<file path="src/rtl/bitwise_logic_array_pipe_if.sv">
// Handshake and operand/result bundle for the bitwise logic array stage.
// master drives operands and downstream ready; slave is the array stage itself.
interface bitwise_logic_array_pipe_if #(
  parameter int unsigned WIDTH = 16
);
  localparam int unsigned PW = $clog2(WIDTH + 1);

  logic             in_valid;
  logic             in_ready;
  logic [WIDTH-1:0] a;
  logic [WIDTH-1:0] b;
  logic [2:0]       op;
  logic             acc;
  logic             acc_clr;
  logic             out_valid;
  logic             out_ready;
  logic [WIDTH-1:0] out;
  logic             out_zero;
  logic             out_ones;
  logic [PW-1:0]    out_popcnt;

  modport master (
    output in_valid, a, b, op, acc, acc_clr, out_ready,
    input  in_ready, out_valid, out, out_zero, out_ones, out_popcnt
  );

  modport slave (
    input  in_valid, a, b, op, acc, acc_clr, out_ready,
    output in_ready, out_valid, out, out_zero, out_ones, out_popcnt
  );
endinterface

</file>
<file path="src/rtl/bitwise_logic_array_pipe.sv">
// Single-stage registered bitwise logic array with eight selectable ops,
// optional accumulator feedback on operand B, and zero/ones/popcount flags.
module bitwise_logic_array_pipe #(
  parameter int unsigned WIDTH  = 16,
  parameter bit          ACC_EN = 1'b1
) (
  input logic                     clk,
  input logic                     rst_n,
  bitwise_logic_array_pipe_if.slave bus
);
  localparam int unsigned PW = $clog2(WIDTH + 1);

  typedef enum logic [2:0] {
    OP_OR   = 3'b000,
    OP_AND  = 3'b001,
    OP_XOR  = 3'b010,
    OP_NOR  = 3'b011,
    OP_NAND = 3'b100,
    OP_XNOR = 3'b101,
    OP_PASS = 3'b110,
    OP_NOTA = 3'b111
  } op_e;

  logic [WIDTH-1:0] acc_q;
  logic [WIDTH-1:0] opb;
  logic [WIDTH-1:0] res;
  logic [PW-1:0]    pc;
  logic             accept;

  assign bus.in_ready = !bus.out_valid || bus.out_ready;
  assign accept       = bus.in_valid && bus.in_ready;

  // A clear in the same cycle as an accumulate is seen as a zero operand.
  always_comb begin
    opb = bus.b;
    if (ACC_EN && bus.acc) opb = bus.acc_clr ? '0 : acc_q;
  end

  always_comb begin
    res = '0;
    case (op_e'(bus.op))
      OP_OR:   res = bus.a | opb;
      OP_AND:  res = bus.a & opb;
      OP_XOR:  res = bus.a ^ opb;
      OP_NOR:  res = ~(bus.a | opb);
      OP_NAND: res = ~(bus.a & opb);
      OP_XNOR: res = ~(bus.a ^ opb);
      OP_PASS: res = bus.a;
      OP_NOTA: res = ~bus.a;
      default: res = '0;
    endcase
  end

  always_comb begin
    pc = '0;
    for (int unsigned i = 0; i < WIDTH; i++) pc = pc + PW'(res[i]);
  end

  generate
    if (ACC_EN) begin : g_acc
      always_ff @(posedge clk) begin
        if (!rst_n)                acc_q <= '0;
        else if (accept && bus.acc) acc_q <= res;
        else if (bus.acc_clr)       acc_q <= '0;
      end
    end else begin : g_noacc
      assign acc_q = '0;
    end
  endgenerate

  // Flags are registered alongside out so they always describe the held result.
  always_ff @(posedge clk) begin
    if (!rst_n) begin
      bus.out        <= '0;
      bus.out_valid  <= 1'b0;
      bus.out_zero   <= 1'b1;
      bus.out_ones   <= 1'b0;
      bus.out_popcnt <= '0;
    end else if (accept) begin
      bus.out        <= res;
      bus.out_valid  <= 1'b1;
      bus.out_zero   <= (res == '0);
      bus.out_ones   <= (res == '1);
      bus.out_popcnt <= pc;
    end else if (bus.out_ready) begin
      bus.out_valid  <= 1'b0;
    end
  end
endmodule

</file>
<file path="src/flat_wrapper.sv">
// flat-port wrapper written by rule: the top's interface ports become plain ports
module bitwise_logic_array_pipe_flat 
#(
  parameter int unsigned WIDTH  = 16,
  parameter bit          ACC_EN = 1'b1
)
  (clk, rst_n, bus_in_valid, bus_a, bus_b, bus_op, bus_acc, bus_acc_clr, bus_out_ready, bus_in_ready, bus_out_valid, bus_out, bus_out_zero, bus_out_ones, bus_out_popcnt);
  bitwise_logic_array_pipe_if #(.WIDTH(WIDTH)) bus_i ();
  input logic clk;
  input logic rst_n;
  input wire logic [$bits(bus_i.in_valid)-1:0] bus_in_valid;
  input wire logic [$bits(bus_i.a)-1:0] bus_a;
  input wire logic [$bits(bus_i.b)-1:0] bus_b;
  input wire logic [$bits(bus_i.op)-1:0] bus_op;
  input wire logic [$bits(bus_i.acc)-1:0] bus_acc;
  input wire logic [$bits(bus_i.acc_clr)-1:0] bus_acc_clr;
  input wire logic [$bits(bus_i.out_ready)-1:0] bus_out_ready;
  output wire logic [$bits(bus_i.in_ready)-1:0] bus_in_ready;
  output wire logic [$bits(bus_i.out_valid)-1:0] bus_out_valid;
  output wire logic [$bits(bus_i.out)-1:0] bus_out;
  output wire logic [$bits(bus_i.out_zero)-1:0] bus_out_zero;
  output wire logic [$bits(bus_i.out_ones)-1:0] bus_out_ones;
  output wire logic [$bits(bus_i.out_popcnt)-1:0] bus_out_popcnt;
  assign bus_i.in_valid = bus_in_valid;
  assign bus_i.a = bus_a;
  assign bus_i.b = bus_b;
  assign bus_i.op = bus_op;
  assign bus_i.acc = bus_acc;
  assign bus_i.acc_clr = bus_acc_clr;
  assign bus_i.out_ready = bus_out_ready;
  assign bus_in_ready = bus_i.in_ready;
  assign bus_out_valid = bus_i.out_valid;
  assign bus_out = bus_i.out;
  assign bus_out_zero = bus_i.out_zero;
  assign bus_out_ones = bus_i.out_ones;
  assign bus_out_popcnt = bus_i.out_popcnt;
  bitwise_logic_array_pipe #(.WIDTH(WIDTH), .ACC_EN(ACC_EN)) u_core (.clk(clk), .rst_n(rst_n), .bus(bus_i));
endmodule
</file>
<file path="config.mk">
export PLATFORM = sky130hd
export DESIGN_NAME = bitwise_logic_array_pipe_flat
export DESIGN_NICKNAME = d
export VERILOG_FILES = /design/src/rtl/bitwise_logic_array_pipe_if.sv /design/src/rtl/bitwise_logic_array_pipe.sv /design/src/flat_wrapper.sv
export SDC_FILE = /design/constraint.sdc
export NUM_CORES = 1
export LEC_CHECK = 0
export BUFFER_PORTS_ARGS = -buffer_cell sky130_fd_sc_hd__buf_2
export CAP_MARGIN = 10
export CORE_MARGIN = 10
export CORE_UTILIZATION = 40
export CTS_CLUSTER_DIAMETER = 30
export DETAILED_ROUTE_END_ITERATION = 8
export HOLD_SLACK_MARGIN = 0.02
export PLACE_DENSITY = 0.67
export SETUP_SLACK_MARGIN = 0.05
export SYNTH_ARGS = -nofsm -noshare
export SYNTH_HDL_FRONTEND = slang
export SYNTH_SLANG_ARGS = --single-unit
</file>
<file path="constraint.sdc">
create_clock -name clk -period 6.3 [get_ports clk]
set_input_delay 0 -clock clk [delete_from_list [all_inputs] [get_ports clk]]
set_output_delay 0 -clock clk [all_outputs]
set_load 0.02 [all_outputs]
</file>
==> qor.csv <==
stage;metric;value;unit
pwr;p_per_area;249;nW/µm²
clocking;ctsLongestPathBuffers;2;
global_routing;antenna_found_initial;1;
min_path;hold_class;in2reg;
synthesis;syn_inst;495;
drt;remaining_drc_errors;0;
timing;hold_viol;0;
critical_path;cp-end-kind;flop;
placed_design;pre_cts_slack;683;ps
floorplan;io_pins;66;
clocking;cts_buffers;5;
timing;finalClockSkew;9.53;ps
timing;period_share;0.892;
timing;tns;0;ps
timing;rsz0062_at_grt;false;
critical_path;critPathLaunchType;flop;
synthesis;async_reset_ff_frac;0;
synthesis;syn-cell-area;3960;µm²
status;outcome;finished, final reports clean;
drt;drtPass1Iterations;4;
synthesis;synth_edf_count;0;
timing;drv_slew;0;
synthesis;ys_top_cells_by_count;inv_1, nand2_1, a21oi_1;
placed_design;dp_hpwl;8.73;mm
clocking;ctsResizeCount;0;
critical_path;cp.arrival;5780;ps
synthesis;ys_seq_area_frac;0.202;
timing;fin_crit;5620;ps
timing;fmax;178;MHz
timing;slew_headroom;0.403;
synthesis;yosys_warnings;0;
floorplan;coreArea;9680;µm²
drt;postRouteAntennaNets;0;
synthesis;synthesis.nets;586;
pwr;peakVddDrop;0.148;mV
placed_design;port_buffers;65;
clocking;postCtsSetupRepairBufs;0;
clocking;htreeDepth;2;
floorplan;dieArea;14300;µm²
global_routing;grt_max_degree;38;
pwr;finalPower;1.11;mW
placed_design;gp_congestion;0.865;
clocking;cts-root-buf;clkbuf_8;
floorplan;die_w;119;µm
global_routing;grt_remaining_overflow;0;
critical_path;cp_slowest_cell;fa_1;
critical_path;worstPathCellList;nor2b_1, mux2_2, inv_1, ha_1, a211oi_1, a211oi_1, o21ai_1, ha_1, fa_1, inv_1, fa_1, inv_1, fa_1, inv_1, fa_1, inv_1, fa_1, fa_1, a21oi_1, nor2_1, a22oi_1, nor2_1;
synthesis;synth_most_common_cell;inv_1;
clocking;clkLatencyLatePin;290;ps
global_routing;grt_pass1_wl;18.4;mm
clocking;clkTransAtPathRegs;80;ps
timing;setup_viol;0;
floorplan;die_y;119;µm
critical_path;cpPeakStageDelay;540;ps
global_routing;grt.total_usage;0.153;
synthesis;ys_ff_latch;40;
clocking;holdBufCountCts;2;
floorplan;start_util;0.409;
finish;area_delta_synth_final;12.5;%
synthesis;netlist.area_leader.share;0.202;
synthesis;synth_cell_type_count;54;
drt;routedWlPerCell;16.2;µm
critical_path;crit_buf_inv;5;
critical_path;required;6460;ps
synthesis;ys.flop_type;dfxtp_1;
clocking;clock-sinks;40;
drt;avgViaCountPerCell;5.29;
drt;wirelength;11.0;mm
flow_run;cap_violations;0;
critical_path;crit_family;adder cells;
critical_path;crit_top_cell;fa_1;
global_routing;grt_pass1_vias;3679;
drt;vias;3593;
synthesis;synth_largest_area_cell;dfxtp_1;
clocking;cts_tree;yes;
synthesis;synthTopCellsByArea;dfxtp_1, ha_1, mux2i_1;
critical_path;critPathMaxFanout;4;
timing;worst_slew_pin_slew;896;ps
finish;drive_gt1_frac;0.187;
synthesis;avgSynthCellArea;7.99;µm²
timing;setup_ws;680;ps
finish;utilization;0.460;
pwr;p_leak;2.16;nW
finish;n_fill_cell;998;
floorplan;row_count;36;
finish;fin_nets;635;
drt;drt_iter0_markers;252;
critical_path;crit_type;reg2reg;
## worst min-delay path, stage by stage
cell      delay (ps)
buf_2             70
nand2b_1         170
a21oi_1           80
## sequential cells by signal, summed over array words and instances (netlist names)
| name | cells |
|---|---|
| u_core.bus.out_popcnt | 5 |
| u_core.bus.out_ones | 1 |
| u_core.bus.out_valid | 1 |
| u_core.bus.out_zero | 1 |
| u_core.acc_q | 16 |
| u_core.bus.out | 16 |
## cell families (layout without fill, tap and decap cells)
group                    count (synthesis)  in the layout  share of synthesized area
flip-flops                              40             40                      0.202
AND/OR/NAND/NOR                        153            153                      0.192
AO/OA/AOI/OAI                          110            110                      0.182
adder cells (fa/ha/maj)                 50             50                      0.177
other                                    0              1                          0
buffers and inverters                   85            135                     0.0949
XOR/XNOR                                14             14                     0.0310
multiplexers                            43             43                      0.121
## final timing paths
path | from | to | slack, ps | cells after the start
worst max register to register | u_core.acc_q[1]$_SDFF_PN0_ | u_core.bus.out_popcnt[4]$_SDFFE_PN0P_ | 680 | 22
worst min-delay path | bus_out_ready | u_core.bus.out_valid$_SDFFE_PN0P_ | 90 | 3
worst max-delay path | u_core.acc_q[1]$_SDFF_PN0_ | u_core.bus.out_popcnt[4]$_SDFFE_PN0P_ | 680 | 22
worst min register to register | u_core.bus.out_popcnt[3]$_SDFFE_PN0P_ | u_core.bus.out_popcnt[3]$_SDFFE_PN0P_ | 450 | 2
## power by group
part / internal [mW] / total, mW / switching [mW]
registers: 0.275 / 0.284 / 0.00883
logic: 0.262 / 0.616 / 0.354
clock network: 0.117 / 0.209 / 0.0923
total: 0.654 / 1.11 / 0.455
## metrics by stage
step	hold WS (ps)	std cells	instance area, µm²
4_1_cts	86.7	678	4450
5_1_grt	116	679	4450
3_3_place_gp	267	668	4320
2_1_floorplan	122	495	3960
3_5_place_dp	273	668	4320
6_report	86.4	679	4450
## cell type report
cell class,count,area (µm²),area share
Antenna cell,1,2.50,0.000562
Timing Repair Buffer,72,383,0.0860
Inverter,55,206,0.0464
Clock buffer,5,68.8,0.0155
Tap cell,133,166,0.0374
Multi-Input combinational cell,370,2780,0.625
Sequential cell,40,801,0.180
Clock inverter,3,42.5,0.00956
## layer usage
layer  share of wire  GRT usage  wire length (µm)  vias up
met4           0.012     0.0324               135        0
met1            0.44      0.188              4790     1726
met2            0.50      0.269              5460       81
li1                -          -                 -     1776
met3           0.055     0.0288               606       10
met5               0          0                 0        -
## cell usage in the layout (no fill, tap or decap), drive strengths merged, types with 4 or more instances in the layout
cell type  instances
dfxtp             40
o21a               6
and3               5
xnor2              9
nor3               4
ha                40
nor2b             21
buf               70
o22ai              5
mux2i             25
clkbuf             5
xor2               5
a21oi             47
inv               55
a211oi            14
nor2              38
fa                10
nand2b            17
o21ai              9
nand3              4
mux2              16
nand2             51
a21o               4
No activity file was read; power rests on OpenSTA's default activity.
